File: src/rtl/proc_fl_io_if.sv
// Core-side and stream-side signal bundle for proc_fl_io.
// The slave modport is the I/O unit's view; the master modport is the core/stream side.
interface proc_fl_io_if #(
    parameter int unsigned NBDATA = 23,
    parameter int unsigned NUIOIN = 2,
    parameter int unsigned NUIOOU = 2,
    parameter int unsigned AWI    = (NUIOIN > 1) ? $clog2(NUIOIN) : 1,
    parameter int unsigned AWO    = (NUIOOU > 1) ? $clog2(NUIOOU) : 1
);
    logic                     proc_req_in;
    logic [AWI-1:0]           proc_addr_in;
    logic [NBDATA-1:0]        proc_io_in;
    logic                     proc_out_en;
    logic [AWO-1:0]           proc_addr_out;
    logic [NBDATA-1:0]        proc_io_out;
    logic                     proc_itr;
    logic [NUIOIN*NBDATA-1:0] in_data;
    logic [NUIOIN-1:0]        in_valid;
    logic [NUIOIN-1:0]        in_ready;
    logic [NUIOOU*NBDATA-1:0] out_data;
    logic [NUIOOU-1:0]        out_valid;
    logic [NUIOOU-1:0]        out_ready;
    logic [NUIOIN-1:0]        udf;
    logic [NUIOOU-1:0]        ovf;
    logic                     clr_flags;

    modport slave (
        input  proc_req_in, proc_addr_in, proc_out_en, proc_addr_out, proc_io_out,
        input  in_data, in_valid, out_ready, clr_flags,
        output proc_io_in, proc_itr, in_ready, out_data, out_valid, udf, ovf
    );

    modport master (
        output proc_req_in, proc_addr_in, proc_out_en, proc_addr_out, proc_io_out,
        output in_data, in_valid, out_ready, clr_flags,
        input  proc_io_in, proc_itr, in_ready, out_data, out_valid, udf, ovf
    );
endinterface

File: src/rtl/proc_fl_io.sv
// Buffered I/O unit beside core_fl: per-channel input/output FIFOs with valid/ready,
// sticky underflow/overflow flags and a maskable data-arrival interrupt pulse.
module proc_fl_io #(
    parameter int unsigned        NBMANT = 16,
    parameter int unsigned        NBEXPO = 6,
    parameter int unsigned        NUIOIN = 2,
    parameter int unsigned        NUIOOU = 2,
    parameter int unsigned        IDEPTH = 4,
    parameter int unsigned        ODEPTH = 4,
    parameter logic [NUIOIN-1:0]  ITRMSK = '0
) (
    input  logic         clk,
    input  logic         rst,
    proc_fl_io_if.slave  bus
);
    localparam int unsigned NBDATA = NBMANT + NBEXPO + 1;
    localparam int unsigned IAW    = $clog2(IDEPTH);
    localparam int unsigned OAW    = $clog2(ODEPTH);
    localparam int unsigned AWI    = (NUIOIN > 1) ? $clog2(NUIOIN) : 1;
    localparam int unsigned AWO    = (NUIOOU > 1) ? $clog2(NUIOOU) : 1;

    logic [NBDATA-1:0] imem_q [NUIOIN][IDEPTH];
    logic [IAW-1:0]    irp_q  [NUIOIN];
    logic [IAW-1:0]    iwp_q  [NUIOIN];
    logic [IAW:0]      icnt_q [NUIOIN];
    logic [NBDATA-1:0] hold_q [NUIOIN];
    logic [NBDATA-1:0] omem_q [NUIOOU][ODEPTH];
    logic [OAW-1:0]    orp_q  [NUIOOU];
    logic [OAW-1:0]    owp_q  [NUIOOU];
    logic [OAW:0]      ocnt_q [NUIOOU];
    logic [NUIOIN-1:0] udf_q;
    logic [NUIOOU-1:0] ovf_q;
    logic              itr_q;

    logic [NUIOIN-1:0] iempty, ifull, ipush, ipop, iudf_set, irise;
    logic [NUIOOU-1:0] oempty, ofull, opush, opop, oovf_set;

    // Input side: addresses beyond NUIOIN never match a channel, so they read 0 and touch nothing.
    always_comb begin
        iempty       = '0;
        ifull        = '0;
        ipush        = '0;
        ipop         = '0;
        iudf_set     = '0;
        irise        = '0;
        bus.in_ready = '0;
        bus.proc_io_in = '0;
        for (int k = 0; k < NUIOIN; k++) begin
            iempty[k]       = (icnt_q[k] == '0);
            ifull[k]        = (icnt_q[k] == (IAW+1)'(IDEPTH));
            bus.in_ready[k] = !rst && !ifull[k];
            ipush[k]        = bus.in_valid[k] && !rst && !ifull[k];
            irise[k]        = iempty[k] && ipush[k];
            if (bus.proc_addr_in == AWI'(k)) begin
                bus.proc_io_in = iempty[k] ? hold_q[k] : imem_q[k][irp_q[k]];
                ipop[k]        = bus.proc_req_in && !iempty[k];
                iudf_set[k]    = bus.proc_req_in && iempty[k];
            end
        end
    end

    // Output side: a full FIFO still accepts a write when the same channel drains this cycle.
    always_comb begin
        oempty        = '0;
        ofull         = '0;
        opush         = '0;
        opop          = '0;
        oovf_set      = '0;
        bus.out_valid = '0;
        bus.out_data  = '0;
        for (int j = 0; j < NUIOOU; j++) begin
            oempty[j]        = (ocnt_q[j] == '0);
            ofull[j]         = (ocnt_q[j] == (OAW+1)'(ODEPTH));
            opop[j]          = !oempty[j] && bus.out_ready[j];
            bus.out_valid[j] = !oempty[j];
            bus.out_data[j*NBDATA +: NBDATA] = oempty[j] ? '0 : omem_q[j][orp_q[j]];
            if (bus.proc_out_en && bus.proc_addr_out == AWO'(j)) begin
                opush[j]    = !ofull[j] || opop[j];
                oovf_set[j] = ofull[j] && !opop[j];
            end
        end
    end

    always_ff @(posedge clk or posedge rst) begin
        if (rst) begin
            for (int k = 0; k < NUIOIN; k++) begin
                irp_q[k]  <= '0;
                iwp_q[k]  <= '0;
                icnt_q[k] <= '0;
                hold_q[k] <= '0;
            end
            udf_q <= '0;
            itr_q <= 1'b0;
        end else begin
            for (int k = 0; k < NUIOIN; k++) begin
                if (ipush[k]) iwp_q[k] <= iwp_q[k] + IAW'(1);
                if (ipop[k]) begin
                    irp_q[k]  <= irp_q[k] + IAW'(1);
                    hold_q[k] <= imem_q[k][irp_q[k]];
                end
                icnt_q[k] <= icnt_q[k] + (IAW+1)'(ipush[k]) - (IAW+1)'(ipop[k]);
            end
            udf_q <= bus.clr_flags ? '0 : (udf_q | iudf_set);
            itr_q <= |(irise & ITRMSK);
        end
    end

    always_ff @(posedge clk or posedge rst) begin
        if (rst) begin
            for (int j = 0; j < NUIOOU; j++) begin
                orp_q[j]  <= '0;
                owp_q[j]  <= '0;
                ocnt_q[j] <= '0;
            end
            ovf_q <= '0;
        end else begin
            for (int j = 0; j < NUIOOU; j++) begin
                if (opush[j]) owp_q[j] <= owp_q[j] + OAW'(1);
                if (opop[j])  orp_q[j] <= orp_q[j] + OAW'(1);
                ocnt_q[j] <= ocnt_q[j] + (OAW+1)'(opush[j]) - (OAW+1)'(opop[j]);
            end
            ovf_q <= bus.clr_flags ? '0 : (ovf_q | oovf_set);
        end
    end

    // Storage needs no reset: pointers and counts decide what is visible.
    always_ff @(posedge clk) begin
        for (int k = 0; k < NUIOIN; k++)
            if (ipush[k]) imem_q[k][iwp_q[k]] <= bus.in_data[k*NBDATA +: NBDATA];
        for (int j = 0; j < NUIOOU; j++)
            if (opush[j]) omem_q[j][owp_q[j]] <= bus.proc_io_out;
    end

    assign bus.udf      = udf_q;
    assign bus.ovf      = ovf_q;
    assign bus.proc_itr = itr_q;

endmodule

File: src/flat_wrapper.sv
// flat-port wrapper written by rule: the top's interface ports become plain ports
module proc_fl_io_flat 
#(
    parameter int unsigned        NBMANT = 16,
    parameter int unsigned        NBEXPO = 6,
    parameter int unsigned        NUIOIN = 2,
    parameter int unsigned        NUIOOU = 2,
    parameter int unsigned        IDEPTH = 4,
    parameter int unsigned        ODEPTH = 4,
    parameter logic [NUIOIN-1:0]  ITRMSK = '0
)
  (clk, rst, bus_proc_req_in, bus_proc_addr_in, bus_proc_out_en, bus_proc_addr_out, bus_proc_io_out, bus_in_data, bus_in_valid, bus_out_ready, bus_clr_flags, bus_proc_io_in, bus_proc_itr, bus_in_ready, bus_out_data, bus_out_valid, bus_udf, bus_ovf);
  proc_fl_io_if #(.NBDATA((23)), .NUIOIN(NUIOIN), .NUIOOU(NUIOOU)) bus_i ();
  input  logic clk;
  input  logic rst;
  input wire logic [$bits(bus_i.proc_req_in)-1:0] bus_proc_req_in;
  input wire logic [$bits(bus_i.proc_addr_in)-1:0] bus_proc_addr_in;
  input wire logic [$bits(bus_i.proc_out_en)-1:0] bus_proc_out_en;
  input wire logic [$bits(bus_i.proc_addr_out)-1:0] bus_proc_addr_out;
  input wire logic [$bits(bus_i.proc_io_out)-1:0] bus_proc_io_out;
  input wire logic [$bits(bus_i.in_data)-1:0] bus_in_data;
  input wire logic [$bits(bus_i.in_valid)-1:0] bus_in_valid;
  input wire logic [$bits(bus_i.out_ready)-1:0] bus_out_ready;
  input wire logic [$bits(bus_i.clr_flags)-1:0] bus_clr_flags;
  output wire logic [$bits(bus_i.proc_io_in)-1:0] bus_proc_io_in;
  output wire logic [$bits(bus_i.proc_itr)-1:0] bus_proc_itr;
  output wire logic [$bits(bus_i.in_ready)-1:0] bus_in_ready;
  output wire logic [$bits(bus_i.out_data)-1:0] bus_out_data;
  output wire logic [$bits(bus_i.out_valid)-1:0] bus_out_valid;
  output wire logic [$bits(bus_i.udf)-1:0] bus_udf;
  output wire logic [$bits(bus_i.ovf)-1:0] bus_ovf;
  assign bus_i.proc_req_in = bus_proc_req_in;
  assign bus_i.proc_addr_in = bus_proc_addr_in;
  assign bus_i.proc_out_en = bus_proc_out_en;
  assign bus_i.proc_addr_out = bus_proc_addr_out;
  assign bus_i.proc_io_out = bus_proc_io_out;
  assign bus_i.in_data = bus_in_data;
  assign bus_i.in_valid = bus_in_valid;
  assign bus_i.out_ready = bus_out_ready;
  assign bus_i.clr_flags = bus_clr_flags;
  assign bus_proc_io_in = bus_i.proc_io_in;
  assign bus_proc_itr = bus_i.proc_itr;
  assign bus_in_ready = bus_i.in_ready;
  assign bus_out_data = bus_i.out_data;
  assign bus_out_valid = bus_i.out_valid;
  assign bus_udf = bus_i.udf;
  assign bus_ovf = bus_i.ovf;
  proc_fl_io #(.NBMANT(NBMANT), .NBEXPO(NBEXPO), .NUIOIN(NUIOIN), .NUIOOU(NUIOOU), .IDEPTH(IDEPTH), .ODEPTH(ODEPTH), .ITRMSK(ITRMSK)) u_core (.clk(clk), .rst(rst), .bus(bus_i));
endmodule
File: config.mk
export PLATFORM = sky130hd
export DESIGN_NAME = proc_fl_io_flat
export DESIGN_NICKNAME = d
export VERILOG_FILES = /design/src/rtl/proc_fl_io_if.sv /design/src/rtl/proc_fl_io.sv /design/src/flat_wrapper.sv
export SDC_FILE = /design/constraint.sdc
export NUM_CORES = 1
export LEC_CHECK = 0
export CELL_PAD_IN_SITES_DETAIL_PLACEMENT = 0
export CELL_PAD_IN_SITES_GLOBAL_PLACEMENT = 2
export CORE_ASPECT_RATIO = 1.4
export CORE_MARGIN = 1.5
export CORE_UTILIZATION = 47
export DETAILED_ROUTE_END_ITERATION = 12
export HOLD_SLACK_MARGIN = 0.15
export PLACE_DENSITY_LB_ADDON = 0.25
export RECOVER_POWER = 50
export SYNTH_ARGS = -nofsm -noshare
export SYNTH_HDL_FRONTEND = slang
export SYNTH_SLANG_ARGS = --single-unit
export TNS_END_PERCENT = 1
File: constraint.sdc
create_clock -name clk -period 5.1 [get_ports clk]
set_input_delay 1.53 -clock clk [delete_from_list [all_inputs] [get_ports clk]]
set_output_delay 1.53 -clock clk [all_outputs]
set_load 0.02 [all_outputs]
=== Word-level counts from Yosys, hierarchy flattened ===
Memories as Yosys holds them, arrays and structs flattened.
Index checks and enable logic that the tools add are counted.

* Flip-flop bits (word level): 78
* Memory bits (writable): 368
* Bits of input ports: 80
* Output and inout port bits: 78
* Word-level logic and storage cells: 145
* Memories kept: 2

* Add/sub/neg operators: 16
* Magnitude comparators: 12
* Equal/unequal tests: 4
* Multiplexer cells: 46
* Bitwise gates (word level): 11
* Reduce and logical (&&, ||, !) cells: 38

{| class="wikitable"
|+ Memories
! memory !! depth !! width !! rd ports !! clocked after Yosys merged registers in !! write ports !! RTL line !! text
|-
| u_core.imem_q || 2 || 92 || 2 || 0 || 2 || proc_fl_io.sv:22 || <nowiki>logic [NBDATA-1:0] imem_q [NUIOIN][IDEPTH];</nowiki>
|-
| u_core.omem_q || 2 || 92 || 2 || 0 || 1 || proc_fl_io.sv:27 || <nowiki>logic [NBDATA-1:0] omem_q [NUIOOU][ODEPTH];</nowiki>
|}

{| class="wikitable"
|+ Operator list
! kind !! number
|-
| $mux W92 || 6
|-
| $mux W23 || 17
|-
| $bmux W23 S2 || 4
|-
| $demux W23 S2 || 4
|-
| $reduce_or A92 Y1 || 1
|-
| $ge A3 B3 Y1 const B || 8
|-
| $not A2 Y3 || 8
|-
| $logic_and A1 B1 Y1 || 20
|-
| $add A2 B1 Y2 const B || 8
|-
| $mux W1 || 13
|-
| $add A3 B1 Y3 || 4
|-
| $eq A3 B3 Y1 const B || 4
|-
| $logic_not A3 Y1 || 4
|-
| $lt A3 B1 Y1 const B || 4
|-
| $sub A3 B1 Y3 || 4
|-
| $logic_not A1 Y1 || 11
|-
| $mux W2 || 2
|-
| $or A2 B2 Y2 || 2
|-
| $logic_or A1 B1 Y1 || 2
|-
| $not A1 Y1 || 1
|}

=== Depth between registers and ports, before layout ===
* Word-level depth: 9
* Gate-level depth with buffers: 12
* Mapped depth without buffers: 9

=== Worst setup path after synthesis ===
OpenSTA, ideal clock, no wires.

* Kind: input port to output port
* From: in bus_proc_addr_in
* To: out bus_proc_io_in[10]
* Arrival time: 2,556 ps
* Data required time: 3,570 ps
* Slack: 1,014 ps
* Cell stages on the path: 3
* Path buffers: 2
* Path through: clkbuf_1 clkbuf_1 o32ai_1

* Longest elaborated chain between the ends: 1

{| class="wikitable"
|+ RTL lines
! element !! RTL line !! text
|-
| from (decl) || flat_wrapper.sv:17 || <nowiki>input wire logic [$bits(bus_i.proc_addr_in)-1:0] bus_proc_addr_in;</nowiki>
|-
| $mux W23 || proc_fl_io.sv:54 || <nowiki>if (bus.proc_addr_in == AWI'(k)) begin</nowiki>
|-
| to (decl) || flat_wrapper.sv:25 || <nowiki>output wire logic [$bits(bus_i.proc_io_in)-1:0] bus_proc_io_in;</nowiki>
|}

Every way passes these cells.

=== Worst setup path in the final report ===
* From: in bus_proc_addr_in
* To: out bus_proc_io_in[19]

The elaborated chain is that of the path after synthesis.

==> qor.csv <==
metric,value,unit
outcome,"complete, but fails checks",
violated checks,"max-capacitance violations, max-slew violations",
Core Footprint,37500,sq um
largest net degree at the start of global routing,53,
sequential area share after synthesis,72.7,%
clock transition at the registers of the reported paths,0.06,ns
flop2flop setup slack,1.57,ns
CTS sink count,446,
Overflow after GRT,0,
Synth area leaders,"edfxtp_1 (62%), mux4_2 (12%), dfrtp_1 (11%)",
IO Count,158,
reg2reg path depth,8,
nets,1213,
Pleak,0.00750,uW
first-pass GRT wire length,55.4,mm
Via-to-Cell Ratio,5.40,
maximum fanout along the worst path,50,
Slowest cell on crit path,clkdlybuf4s50_1,
Initial Utilization,47.7,%
Tmin final,4.97,ns
Die Wd,168,um
Rel. slew slack,-63.3,%
post-synthesis cell count,927,
die height,234,um
H-tree Lvls,2,
post-route setup TNS,0,ns
Via Count,8711,
Crit. End Element,primary output,
Crit Reg-Reg Endpoint,u_core.icnt_q[2],
Max-Cap Viols,1,
maximum VDD drop,0.325,mV
GRT Overall Usage,19.3,%
"CP delay by family, top",buffers and inverters,
post-CTS setup buffer count,0,
"Setup violations, final",0,
power per cell area,592,nW/um^2
vias in the first global route,9126,
I/O Buffers,156,
Yosys top cell area share,61.8,%
max-slew violation count,53,
top cell type by total area after synthesis,edfxtp_1,
final hold vios,0,
RSZ-0062 raised after global routing,false,
Detail Placement HPWL,23.3,mm
number of distinct library cells after synthesis,33,
die footprint,39300,sq um
row count,84,
Avg Inst Size Synth,19.3,sq um
Crit. Startpoint,bus_proc_addr_in,
Yosys reg bits,446,
DRT Wirelength,36.5,mm
"count leader, synth",edfxtp_1,
Worst Tran Pin Value,2.44,ns
fmax,201,MHz
GP Congestion,0.783,
Async SR Flop Fraction,17.5,%
Post-Syn Area,17900,sq um
crit path to,bus_proc_io_in[19],
Synth warnings,0,
clk buf depth,3,
TritonCTS clock tree,built,
Mapped Nets,1035,
Post-synth top flop,edfxtp_1,
Critical Path Max Stage Delay,0.71,ns
"most used cell, CP",clkdlybuf4s50_1,
Area Growth Syn to Fin,20.3,%
Routed Antenna Nets,0,
number of detailed-route iterations in the first pass,4,
Worst Path Arrival,3.44,ns
Worst path depth,4,
worst r2r src,u_core.icnt_q[2],
Setup Skew,0.0128,ns
Hold Path Class,reg -> reg,
post_cts resized,0,
critical path class,in -> out,
# hold bufs at CTS,0,
initial antenna violation count,1,
worst endpoint required time,3.57,ns
CP cell instances,clkdlybuf4s50_1 -> buf_12 -> o32ai_1 -> clkdlybuf4s50_1,
commonest cells in the netlist,"edfxtp_1 (368), mux4_2 (92), dfrtp_1 (78)",
Post-synth EDFFs,368,
Avg WL per Cell,22.6,um
CTS root buf,clkbuf_16,
share of layout cells above drive strength 1,20.6,%
"Clk Latency, worst-skew pair",0.53,ns
startpoint type of the worst setup path,input port,
Crit path buffers/inverters,3,
initial DRC count,604,
DRC viols,0,
Tcrit/Tclk final,97.4,%
Hold WS,0.495,ns
Inserted Clock Buffers,44,
Hold Startpoint,u_core.bus.udf[0],
sequential cells by signal, summed over array words and instances (netlist names):
name and flops:
u_core.ocnt_q 6, u_core.irp_q 4, u_core.iwp_q 4, u_core.imem_q 184
u_core.bus.udf 2, u_core.owp_q 4, u_core.orp_q 4, u_core.hold_q 46
u_core.icnt_q 6, u_core.omem_q 184, u_core.bus.ovf 2
per-stage QoR:
| step | utilization (%) | cells | total power (uW) | worst slack [ns] | instance area (sq um) |
|---|---|---|---|---|---|
| floorplan | - | 927 | 7790 | 1.01 | 17900 |
| CTS | 57.5 | 1612 | 13000 | 0.167 | 21600 |
| detailed placement | 53.4 | 1532 | 9560 | 0.166 | 20000 |
| global placement | 53.4 | 1532 | 9520 | 0.208 | 20000 |
| finish | 57.4 | 1613 | 12700 | 0.132 | 21500 |
| global route | 57.4 | 1612 | 13400 | 0.0721 | 21500 |
worst min-delay path by stage:
stage          slack [ns]                end  cells after the start
3_3_place_gp         0.48   u_core.ocnt_q[2]                      1
3_5_place_dp         0.48   u_core.ocnt_q[2]                      1
4_1_cts              0.49   u_core.ocnt_q[2]                      1
5_1_grt              0.51  u_core.bus.udf[0]                      2
6_report             0.49  u_core.bus.udf[0]                      2
2_1_floorplan        0.45   u_core.ocnt_q[2]                      1
placed cells by master (no fill, tap or decap), types with 8 or more instances in the layout:
cell type / instances
o32ai_1: 23
and2_1: 57
inv_1: 26
mux2_1: 8
dfrtp_1: 78
clkdlybuf4s50_1: 84
clkbuf_16: 45
mux2_4: 28
xnor2_1: 14
ha_1: 24
dlygate4sd3_1: 72
o21ai_0: 23
mux2_2: 14
edfxtp_1: 368
nor2_1: 76
mux4_2: 92
bufinv_16: 8
buf_4: 22
power breakdown:
part	leakage, uW	switching, uW	internal, uW
registers	0.00426	374	4600
logic	0.00248	2210	2150
clock network	0.000758	1300	2120
total	0.00750	3880	8860
worst register-to-register path, delay by kind of cell (launching register included):
kind / cells / cell delay, ns
simple gates: 2 / 1.85
flops: 1 / 0.40
xor+xnor: 2 / 0.30
fa+ha+maj: 3 / 0.85
buf+inv: 1 / 0.04
per-layer routing:
metal | up-vias | share of wire, % | global-route usage [%]
met5 | - | 0 | 0
met4 | 0 | 2.1 | 5.35
met3 | 45 | 5.3 | 3.54
met2 | 212 | 53 | 35.0
met1 | 4509 | 39 | 23.6
li1 | 3945 | - | -
area by class of cell:
class / count / area (sq um)
fill: 2859 / 16000
sequential: 446 / 13000
multi-input combinational: 402 / 4470
timing repair buffer: 184 / 1800
clock buffer: 56 / 1240
tap: 473 / 592
clock inverter: 24 / 323
inverter: 27 / 103
antenna: 1 / 2.50
cells by family after synthesis:
kind of cell               count (synthesis)  synth area share (%)
adders and majority gates                 28                  2.13
and+or+nand+nor                          159                  4.58
buffers and inverters                     79                  2.16
xor gates and xnor gates                  20                 0.979
other                                      1                0.0210
muxes                                    142                  15.5
AOI/OAI and AO/OA                         52                  1.97
DFF                                      446                  72.7
(Power assumes the default switching activity.)
